**src/rtl/fb_pkg.sv**
```systemverilog
// Shared frame-buffer definitions: geometry defaults, loader states and RGB444 field layout.
package fb_pkg;

  localparam int FB_ADDR_W = 7;
  localparam int FB_RGB_W  = 12;
  localparam logic [FB_ADDR_W-1:0] FB_LAST = '1;

  // RGB444 packing {B, G, R}, also used by the display read path.
  localparam int FB_FIELD_W = 4;
  localparam int FB_R_LSB   = 0;
  localparam int FB_G_LSB   = 4;
  localparam int FB_B_LSB   = 8;

  typedef enum logic [1:0] {
    LO,
    HI,
    PEND
  } loader_state_t;

endpackage

```
**src/rtl/fb_addr_counter.sv**
```systemverilog
// Raster row/column write address with wrap and a flag for the last pixel of the frame.
module fb_addr_counter
  import fb_pkg::*;
#(
  parameter int ADDR_W = FB_ADDR_W
) (
  input  logic              clk,
  input  logic              reset,
  input  logic              clear,
  input  logic              advance,
  output logic [ADDR_W-1:0] row,
  output logic [ADDR_W-1:0] col,
  output logic              last
);

  localparam logic [ADDR_W-1:0] MAX = '1;

  logic [ADDR_W-1:0] r_row;
  logic [ADDR_W-1:0] r_col;

  // Clear beats advance so a restart during a write still lands on (0,0).
  always_ff @(posedge clk or posedge reset) begin
    if (reset) begin
      r_row <= '0;
      r_col <= '0;
    end else if (clear) begin
      r_row <= '0;
      r_col <= '0;
    end else if (advance) begin
      if (r_col == MAX) begin
        r_col <= '0;
        r_row <= r_row + 1'b1;
      end else begin
        r_col <= r_col + 1'b1;
      end
    end
  end

  assign row  = r_row;
  assign col  = r_col;
  assign last = (r_row == MAX) && (r_col == MAX);

endmodule

```
**src/rtl/fb_pixel_loader.sv**
```systemverilog
// Packs byte pairs into RGB444 pixels and writes them in raster order during display blanking.
module fb_pixel_loader
  import fb_pkg::*;
#(
  parameter int ADDR_W = FB_ADDR_W,
  parameter int RGB_W  = FB_RGB_W
) (
  input  logic              clk,
  input  logic              reset,
  input  logic [7:0]        in_data,
  input  logic              in_valid,
  output logic              in_ready,
  input  logic              frame_start,
  input  logic              blank,
  output logic [ADDR_W-1:0] wr_row,
  output logic [ADDR_W-1:0] wr_col,
  output logic [RGB_W-1:0]  wr_rgb,
  output logic              wr_en,
  output logic              frame_done
);

  loader_state_t r_state;
  loader_state_t w_state_next;

  logic             w_ready;
  logic             w_accept;
  logic             w_wr_en_next;
  logic             w_done_next;
  logic             w_last;
  logic             r_wr_en;
  logic             r_frame_done;
  logic [RGB_W-1:0] r_rgb;

  always_ff @(posedge clk or posedge reset) begin
    if (reset) r_state <= LO;
    else       r_state <= w_state_next;
  end

  // A held pixel is only released while the display is not reading the BRAM.
  always_comb begin
    w_state_next = r_state;
    w_wr_en_next = 1'b0;
    w_done_next  = 1'b0;
    w_ready      = (r_state != PEND) && !frame_start;
    w_accept     = in_valid && w_ready;
    if (frame_start) begin
      w_state_next = LO;
    end else begin
      case (r_state)
        LO:   if (w_accept) w_state_next = HI;
        HI:   if (w_accept) w_state_next = PEND;
        PEND: if (blank) begin
          w_state_next = LO;
          w_wr_en_next = 1'b1;
          w_done_next  = w_last;
        end
        default: w_state_next = LO;
      endcase
    end
  end

  always_ff @(posedge clk or posedge reset) begin
    if (reset) begin
      r_rgb        <= '0;
      r_wr_en      <= 1'b0;
      r_frame_done <= 1'b0;
    end else begin
      r_wr_en      <= w_wr_en_next;
      r_frame_done <= w_done_next;
      if (w_accept && (r_state == LO)) begin
        r_rgb[FB_G_LSB +: FB_FIELD_W] <= in_data[7:4];
        r_rgb[FB_R_LSB +: FB_FIELD_W] <= in_data[3:0];
      end
      if (w_accept && (r_state == HI)) begin
        r_rgb[FB_B_LSB +: FB_FIELD_W] <= in_data[3:0];
      end
    end
  end

  fb_addr_counter #(
    .ADDR_W(ADDR_W)
  ) u_addr (
    .clk    (clk),
    .reset  (reset),
    .clear  (frame_start),
    .advance(r_wr_en),
    .row    (wr_row),
    .col    (wr_col),
    .last   (w_last)
  );

  assign in_ready   = w_ready;
  assign wr_rgb     = r_rgb;
  assign wr_en      = r_wr_en;
  assign frame_done = r_frame_done;

endmodule

```
**config.mk**
```make
export PLATFORM = sky130hd
export DESIGN_NAME = fb_pixel_loader
export DESIGN_NICKNAME = d
export VERILOG_FILES = /design/src/rtl/fb_pkg.sv /design/src/rtl/fb_addr_counter.sv /design/src/rtl/fb_pixel_loader.sv
export SDC_FILE = /design/constraint.sdc
export NUM_CORES = 1
export LEC_CHECK = 0
export CAP_MARGIN = 30
export CORE_ASPECT_RATIO = 1.1
export CORE_MARGIN = 1.5
export CORE_UTILIZATION = 50
export DETAILED_ROUTE_END_ITERATION = 16
export GPL_TIMING_DRIVEN = 0
export PLACE_DENSITY = 0.84
export SETUP_SLACK_MARGIN = 0.3
export SKIP_CTS_REPAIR_TIMING = 1
export SYNTH_ARGS = -nofsm -noshare
export SYNTH_HDL_FRONTEND = slang
export SYNTH_SLANG_ARGS = --single-unit
```
**constraint.sdc**
```tcl
create_clock -name clk -period 4.8 [get_ports clk]
set_input_delay 0.96 -clock clk [delete_from_list [all_inputs] [get_ports clk]]
set_output_delay 0.96 -clock clk [all_outputs]
set_load 0.01 [all_outputs]
```
==> results of run 1 <==
-- worst register-to-register path, delay by kind of cell, from the launching register on --
family	cells	cell delay, ns
AND/OR/NAND/NOR	2	0.49
multiplexers	1	0.37
buffers and inverters	1	0.21
flip-flops	1	0.44
adder cells (fa/ha/maj)	1	0.30
-- kinds of logic after synthesis --
family / count (synthesis) / share of synthesized area, %
AND/OR/NAND/NOR: 45 / 21.2
flip-flops: 30 / 52.3
AO/OA/AOI/OAI: 19 / 7.67
multiplexers: 15 / 11.7
buffers and inverters: 9 / 3.05
XOR/XNOR: 4 / 2.44
adder cells (fa/ha/maj): 2 / 1.74
-- cell type report --
type / instances / share of cell area [%]
inverter: 4 / 0.766
tap: 33 / 2.11
clock buffer: 7 / 2.30
timing repair buffer: 42 / 22.3
sequential: 30 / 38.3
buffer: 5 / 1.47
multi-input combinational: 85 / 32.7
-- stage by stage --
step                      instance area, µm²  util [%]
after global routing                    1960      71.2
after global placement                  1890      68.6
after floorplan                         1440         -
after detailed placement                1920      69.6
final                                   1960      71.2
after CTS                               1960      71.2
-- worst min-delay path by stage --
stage / from / to / slack [ns] / cells after the start
final: wr_rgb[10]$_DFFE_PP0P_ / wr_rgb[10]$_DFFE_PP0P_ / 0.51 / 1
after global routing: wr_rgb[10]$_DFFE_PP0P_ / wr_rgb[10]$_DFFE_PP0P_ / 0.54 / 1
after CTS: wr_rgb[10]$_DFFE_PP0P_ / wr_rgb[10]$_DFFE_PP0P_ / 0.52 / 1
after detailed placement: wr_rgb[3]$_DFFE_PP0P_ / wr_rgb[3]$_DFFE_PP0P_ / 0.49 / 1
after global placement: wr_rgb[8]$_DFFE_PP0P_ / wr_rgb[8]$_DFFE_PP0P_ / 0.49 / 1
after floorplan: r_state[0]$_DFFE_PP0P_ / wr_en$_DFF_PP0_ / 0.55 / 1
-- registers in the layout, indices dropped and copies added, names as in the netlist --
signal and count:
wr_rgb 12, frame_done 1, u_addr.row 7, u_addr.col 7
r_state 2, wr_en 1
-- power breakdown --
group	internal [mW]	leakage, nW	switching, mW	total [mW]
combinational	0.0875	0.370	0.0515	0.139
sequential	0.283	0.392	0.0199	0.303
clock	0.0551	0.0254	0.0813	0.136
-- per-layer routing --
| metal | share of wire [%] | track usage [%] |
|---|---|---|
| met1 | 41 | 28.6 |
| met2 | 49 | 36.1 |
| met3 | 8.0 | 10.6 |
| met4 | 1.1 | 6.43 |
| met5 | 0 | 0 |
-- cells in the final DEF (no fill, tap or decap), drive strengths merged, types with 2 or more instances in the layout --
master,count
clkdlybuf4s50,41
dfrtp,30
mux2,14
a21oi,9
nand3,8
clkbuf,8
nor2,7
nand2,7
buf,5
o21ai,4
inv,4
or3,3
o31ai,3
or4,3
nor2b,3
xor2,3
nand4,3
nor4b,2
nor3,2
nor4,2
ha,2
and4,2
==> metrics.yaml, run 1 <==
power.density_mw_per_mm2: 295
routabilityCongestion: 0.774
ff2ff_path_depth: 5
path_cells: "clkdlybuf4s50_1 -> clkbuf_1 -> buf_1 -> a21oi_1 -> clkdlybuf4s50_1"
drv_cap: 0
grt_setup_unrepaired: "no"
drt_iter0_drc: 12
dp_cells: 199
worstPathArrival_ns: 3.08
setup_viol: 0
cts_root_buffer: "clkbuf_4"
slew_headroom_pct: 62.9
ff2ff_setup_slack_ns: 2.88
hold_class: "register to register"
criticalPathCategory: "primary input to output pin"
grt_util_all_layers_pct: 23.0
syn_nets: 139
clk-insertion-delay-late_ns: 0.33
synth_seq_cells: 30
startpoint: "frame_start"
cp_max_fo: 10
critPathTopFamily: "buffers and inverters"
layout.nets: 188
cp_num_cells: 5
outcome: "finished clean"
ys_seq_area_share_pct: 52.3
syn_area_per_cell_um2: 11.6
crit_buf_inv: 4
routed_wl_um: 3000
ys_async_sr_fraction_pct: 100
fin_tns_setup_ns: 0
worst_slack_ns: 0.761
p_leak_nw: 0.787
layout.cells.non_filler: 206
fin_crit_sh_pct: 84.2
design_power_total_mw: 0.578
multi_input_area_um2: 642
clock_sinks: 30
htree_levels: 2
chipWidth_um: 54.1
fmax_ghz: 0.248
crit_top_cell: "clkdlybuf4s50_1"
num_antenna_cells: 0
hpwl_um: 2230
ys_types: 34
tightest_slew_ns: 0.554
syn_inst: 124
slowest_stage: "clkdlybuf4s50_1"
antenna_found_initial: 0
synth_edf_count: 0
area_delta_synth_final_pct: 36.5
cp-endpoint: "in_ready"
first_pass_iters: 4
slowest_delay_ns: 0.66
synth_top_area_share_pct: 52.3
post_drt_wl_per_cell_um: 14.6
synth_top_area_cell: "dfrtp_1"
required_ns: 3.84
grt_pass1_wl_um: 5200
core_area_mm2: 0.00275
io_buffers: 41
drive_gt1_share_pct: 17.3
n_fill_cell: 211
rr_startpoint: "u_addr.col[0]$_DFFE_PP0P_"
holdWs_ns: 0.513
drc_errors: 0
cp-start-kind: "primary input"
synth_warnings: 0
finalHoldViolCount: 0
dieArea_mm2: 0.00320
cts_buffers: 5
pin_count: 42
synth_common_cells: "dfrtp_1 (30), mux2_2 (14), a21oi_1 (9)"
worst_setup_path_end_kind: "output pin"
die_h_um: 59.2
syn_area_mm2: 0.00144
grt_pass1_vias: 1117
yosys-top-cells-area: "dfrtp_1 (52%), mux2_2 (11%), nor4b_4 (3.3%)"
start_util_pct: 52.2
yosys.cell_count.top_type: "dfrtp_1"
clock_skew_ns: 0.00778
cts_tree: "done"
grt_overflow_total: 0
cts_buffer_depth: 2
grt_max_degree: 19
ff_latch_area_um2: 751
num_vias: 1150
clk_pin_slew_ns: 0.08
ys.flop_type: "dfrtp_1"
final_max_slew_viol_count: 0
r2r-end: "u_addr.row[5]$_DFFE_PP0P_"
peakVddDrop_mv: 0.280
via_per_inst: 5.58
dp_slack_ns: 0.780
ant_nets: 0
rows: 20
period_needed_ns: 4.04
Note: power is estimated with default switching activity, not from simulation.
==> run 2, diff against run 1 <==
CORE_UTILIZATION = 46   (was 50)
PLACE_DENSITY = 0.78   (was 0.84)
clock period = 3.98 ns   (was 4.8 ns; I/O delays follow)
==> metrics.yaml, run 2 (synthesis results as in run 1) <==
grt_overflow_total: 0  # unchanged
htree_levels: 2  # unchanged
clock_sinks: 30  # unchanged
most-common-layout-cells: "clkdlybuf4s50_1 (41), dfrtp_1 (30), mux2_2 (14), a21oi_1 (9)"
grt_max_degree: 23  # +4
final_max_slew_viol_count: 0  # unchanged
cp_max_fo: 10  # unchanged
pin_count: 42  # unchanged
r2r-end: "u_addr.row[6]$_DFFE_PP0P_"
drive_gt1_share_pct: 19.2  # +1.8 points
finalHoldViolCount: 0  # unchanged
criticalPathCategory: "primary input to output pin"
rr_startpoint: "u_addr.col[0]$_DFFE_PP0P_"
rows: 21  # +5.0%
fin_crit_sh_pct: 85.5
required_ns: 3.18  # -0.66 ns
io_buffers: 41  # unchanged
grt_pass1_vias: 1092  # -2.2%
fin_tns_setup_ns: 0  # unchanged
via_per_inst: 5.66  # +1.4%
num_vias: 1166  # +1.4%
ff2ff_path_depth: 5  # unchanged
power.density_mw_per_mm2: 361  # +22%
fmax_ghz: 0.294
hold_class: "register to register"
grt_pass1_wl_um: 5090  # -2.0%
post_drt_wl_per_cell_um: 15.0  # +3.2%
slew_headroom_pct: 59.5  # -3.4 points
hpwl_um: 2300  # +3.0%
worst_setup_path_end_kind: "output pin"
ant_nets: 0  # unchanged
start_util_pct: 47.5  # -4.6 points
largest_register_ffs: 12  # unchanged
p_leak_nw: 0.798  # +1.4%
grt_util_all_layers_pct: 19.9  # -3.1 points
grt_setup_unrepaired: "no"
drc_errors: 0  # unchanged
cts_root_buffer: "clkbuf_4"
startpoint: "frame_start"
clk_pin_slew_ns: 0.08  # about the same
clk-insertion-delay-late_ns: 0.33  # about the same
routabilityCongestion: 0.713  # -7.9%
cts_buffer_depth: 2  # unchanged
chipWidth_um: 56.3  # +4.0%
area_delta_synth_final_pct: 37.2
core_area_mm2: 0.00302  # +9.8%
antenna_found_initial: 0  # unchanged
peakVddDrop_mv: 0.282  # +0.63%
period_needed_ns: 3.40
die_h_um: 61.6  # +4.0%
layout_commonest_cell: "clkdlybuf4s50_1"
setup_viol: 0  # unchanged
outcome: "finished clean"
worstPathArrival_ns: 2.61  # -0.47 ns
dieArea_mm2: 0.00347  # +8.2%
ff2ff_setup_slack_ns: 2.12  # -0.76 ns
tightest_slew_ns: 0.604  # +0.0500 ns
routed_wl_um: 3100  # +3.2%
min_from: "wr_rgb[2]$_DFFE_PP0P_"
drv_cap: 0  # unchanged
drt_iter0_drc: 30  # +18
cp-start-kind: "primary input"
first_pass_iters: 4  # unchanged
cts_tree: "done"
layout.nets: 188  # unchanged
cts_buffers: 5  # unchanged
cp-endpoint: "in_ready"
design_power_total_mw: 0.712  # +23%
clock_skew_ns: 0.00820  # +0.000420 ns
num_antenna_cells: 0  # unchanged
==> run 2: power breakdown <==
group | total, mW | internal, mW | switching (mW)
clock | 0.179 | 0.0794 | 0.0999
sequential | 0.365 | 0.341 | 0.0234
combinational | 0.168 | 0.106 | 0.0622
total | 0.712 | 0.526 | 0.185
==> run 2: worst min path at each step <==
stage                            end  cells after the start
2_1_floorplan        wr_en$_DFF_PP0_                      1
3_3_place_gp   wr_rgb[9]$_DFFE_PP0P_                      1
3_5_place_dp   wr_rgb[8]$_DFFE_PP0P_                      1
4_1_cts        wr_rgb[2]$_DFFE_PP0P_                      1
5_1_grt        wr_rgb[6]$_DFFE_PP0P_                      1
6_report       wr_rgb[2]$_DFFE_PP0P_                      1
==> run 2: per-layer routing <==
layer | up-vias | track usage [%] | routed length (µm)
met1 | 567 | 23.2 | 1300
met2 | 43 | 32.1 | 1480
met4 | 0 | 8.16 | 58
met3 | 7 | 9.66 | 260
li1 | 549 | - | -
met5 | - | 0 | 0
==> run 2: stage by stage <==
step	utilization (%)	area (µm²)	instances	setup slack, ns	hold WS (ns)
floorplan	-	1440	124	1.72	0.551
global placement	62.5	1890	199	0.277	0.489
detailed placement	63.4	1920	200	0.273	0.495
CTS	65.1	1970	206	0.275	0.514
global route	65.2	1970	206	0.469	0.526
finish	65.2	1970	206	0.578	0.517
==> run 2: critical path: stages <==
cell,delay (ns)
clkdlybuf4s50_1,0.66
clkbuf_2,0.30
clkbuf_2,0.29
a21oi_1,0.07
clkdlybuf4s50_1,0.48
==> run 2: layout make-up <==
| cell class | count | area (µm²) |
|---|---|---|
| Fill cell | 263 | 1050 |
| Inverter | 4 | 15.0 |
| Timing Repair Buffer | 42 | 438 |
| Multi-Input combinational cell | 85 | 642 |
| Clock buffer | 6 | 51.3 |
| Buffer | 5 | 31.3 |
| Sequential cell | 30 | 751 |
| Tap cell | 34 | 42.5 |
==> run 3, diff against run 2 <==
SYNTH_HIERARCHICAL = 1   (was default)
==> metrics.yaml, run 3 <==
outcome: "finished clean"
syn_nets: 138  # -0.72%
min_from: "wr_rgb[5]$_DFFE_PP0P_"
ys.flop_type: "dfrtp_1"
slowest_delay_ns: 0.55  # -0.11 ns
path_cells: "clkdlybuf4s50_1 -> a21oi_1 -> clkdlybuf4s50_1"
dp_cells: 197  # -1.5%
clock_skew_ns: 0.00848  # +0.000274 ns
core_area_mm2: 0.00285  # -5.6%
chipWidth_um: 55.8  # -0.83%
grt_pass1_wl_um: 5180  # +1.6%
worst_slack_ns: 1.13  # +0.548 ns
num_antenna_cells: 0  # unchanged
yosys.cell_count.top_type: "dfrtp_1"
yosys-top-cells-area: "dfrtp_1 (53%), mux2_2 (11%), a21oi_1 (3.2%)"
placed_area_mm2: 0.00186  # -2.8%
grt_util_all_layers_pct: 20.4  # +0.48 points
required_ns: 3.18  # about the same
syn_area_mm2: 0.00141  # -1.7%
dieArea_mm2: 0.00341  # -1.6%
synth_seq_cells: 30  # unchanged
syn_inst: 123  # -0.81%
drt_iter0_drc: 35  # +17%
hold_end: "wr_rgb[5]$_DFFE_PP0P_"
critPathTopFamily: "buffers and inverters"
criticalPathCategory: "primary input to output pin"
start_util_pct: 49.5  # +1.9 points
num_vias: 1153  # -1.1%
drc_errors: 0  # unchanged
clk-insertion-delay-late_ns: 0.33  # about the same
ff2ff_setup_slack_ns: 2.18  # +0.06 ns
ys_async_sr_fraction_pct: 100  # unchanged
fmax_ghz: 0.350  # +19%
slew_headroom_pct: 59.4  # -0.14 points
drive_gt1_share_pct: 17.4  # -1.7 points
routed_wl_um: 3140  # +1.3%
drv_cap: 0  # unchanged
most-common-layout-cells: "clkdlybuf4s50_1 (41), dfrtp_1 (30), mux2_2 (14), a21oi_1 (9)"
power.density_mw_per_mm2: 373  # +3.2%
ant_nets: 0  # unchanged
min_path_cells: 1  # unchanged
synth_top_area_cell: "dfrtp_1"
worstPathArrival_ns: 2.06  # -0.55 ns
grt_pass1_vias: 1169  # +7.1%
layout.cells.non_filler: 205  # -0.49%
htree_levels: 2  # unchanged
p_leak_nw: 0.782  # -2.0%
ys_seq_area_share_pct: 53.2  # +0.93 points
synth_common_cells: "dfrtp_1 (30), mux2_2 (14), a21oi_1 (9)"
cp-start-kind: "primary input"
r2r-end: "u_addr/row[5]$_DFFE_PP0P_"
slowest_stage: "clkdlybuf4s50_1"
dp_slack_ns: 1.14  # +0.864 ns
fin_area_mm2: 0.00192  # -2.4%
setup_viol: 0  # unchanged
grt_overflow_total: 0  # unchanged
first_pass_iters: 4  # unchanged
crit_top_cell: "clkdlybuf4s50_1"
clk_pin_slew_ns: 0.09  # about the same
antenna_found_initial: 0  # unchanged
cts_buffer_depth: 2  # unchanged
area_delta_synth_final_pct: 36.3
grt_setup_unrepaired: "no"
ff2ff_path_depth: 4  # -1
holdWs_ns: 0.519  # +0.00172 ns
synth_warnings: 6  # +6
worst_setup_path_end_kind: "output pin"
layout_commonest_cell: "clkdlybuf4s50_1"
rows: 20  # -4.8%
via_per_inst: 5.62  # -0.63%
peakVddDrop_mv: 0.337  # +20%
grt_max_degree: 17  # -26%
fin_crit_sh_pct: 71.7  # -14 points
crit_buf_inv: 2  # -2
cts_tree: "done"
final_max_slew_viol_count: 0  # unchanged
ys_types: 34  # unchanged
synth_top_area_share_pct: 53.2  # +0.93 points
synth_edf_count: 0  # unchanged
finalHoldViolCount: 0  # unchanged
largest_register_ffs: 12  # unchanged
clock_sinks: 30  # unchanged
hold_class: "register to register"
post_drt_wl_per_cell_um: 15.3  # +1.8%
tightest_slew_ns: 0.608  # +0.00404 ns
cts_buffers: 5  # unchanged
pin_count: 42  # unchanged
syn_area_per_cell_um2: 11.5  # -0.94%
routabilityCongestion: 0.729  # +2.2%
cts_root_buffer: "clkbuf_4"
die_h_um: 61.1  # -0.83%
io_buffers: 41  # unchanged
rr_startpoint: "u_addr/col[0]$_DFFE_PP0P_"
fin_tns_setup_ns: 0  # unchanged
hpwl_um: 2230  # -3.0%
cp_max_fo: 7  # -3
layout.nets: 186  # -1.1%
period_needed_ns: 2.85  # -0.548 ns
-- run 3: cell types whose count changed after synthesis, sizes merged, moves of 2 or more --
cell / previous run / this run
nand4: 3 / 1
nand2: 7 / 4
nand3: 8 / 6
and2: 0 / 2
and4bb: 0 / 2
-- run 3: area by class of cell --
class                   instances  area, µm²
fillers                       238        930
flip-flops and latches         30        751
multi-input cells              82        612
repair buffers                 41        410
clock buffers                   7       55.1
well taps                      33       41.3
plain buffers                   6       30.0
inverters                       5       18.8
clock inverters                 1       5.00
-- run 3: logic make-up (layout without fill, tap and decap cells) --
group                      count (synthesis)  in the layout  share of synthesized area, %
and+or+nand+nor                           41             41                          19.0
DFF                                       30             30                          53.2
AOI/OAI and AO/OA                         20             20                          8.24
muxes                                     15             15                          11.9
adders and majority gates                  2              2                          1.77
xor gates and xnor gates                   4              4                          2.48
buffers and inverters                     11             60                          3.46
-- run 3: per-stage QoR --
step	power, mW	utilization, %
after floorplan	0.432	-
after global placement	0.524	65.3
after detailed placement	0.531	65.3
after CTS	0.727	67.4
after global routing	0.756	67.4
final	0.717	67.4
-- run 3: worst max path at each step --
stage | startpoint | to | slack (ns) | cells past startpoint
final | frame_start | in_ready | 1.13 | 3
after global routing | frame_start | in_ready | 1.07 | 3
after CTS | frame_start | in_ready | 1.13 | 3
after detailed placement | frame_start | in_ready | 1.14 | 3
after global placement | frame_start | in_ready | 1.14 | 3
after floorplan | frame_start | in_ready | 2.19 | 1
-- run 3: routing by layer --
layer	track usage (%)	vias to the layer above	wire (µm)
li1	-	540	-
met1	20.4	555	1200
met2	37.9	50	1630
met3	10.1	8	242
met4	6.80	0	62
met5	0	-	0
-- run 3: where the power goes --
part / total, mW / internal [mW] / switching, mW / leakage, nW
sequential: 0.361 / 0.340 / 0.0202 / 0.392
combinational: 0.164 / 0.102 / 0.0619 / 0.354
clock: 0.193 / 0.0855 / 0.107 / 0.0353
total: 0.717 / 0.528 / 0.189 / 0.782
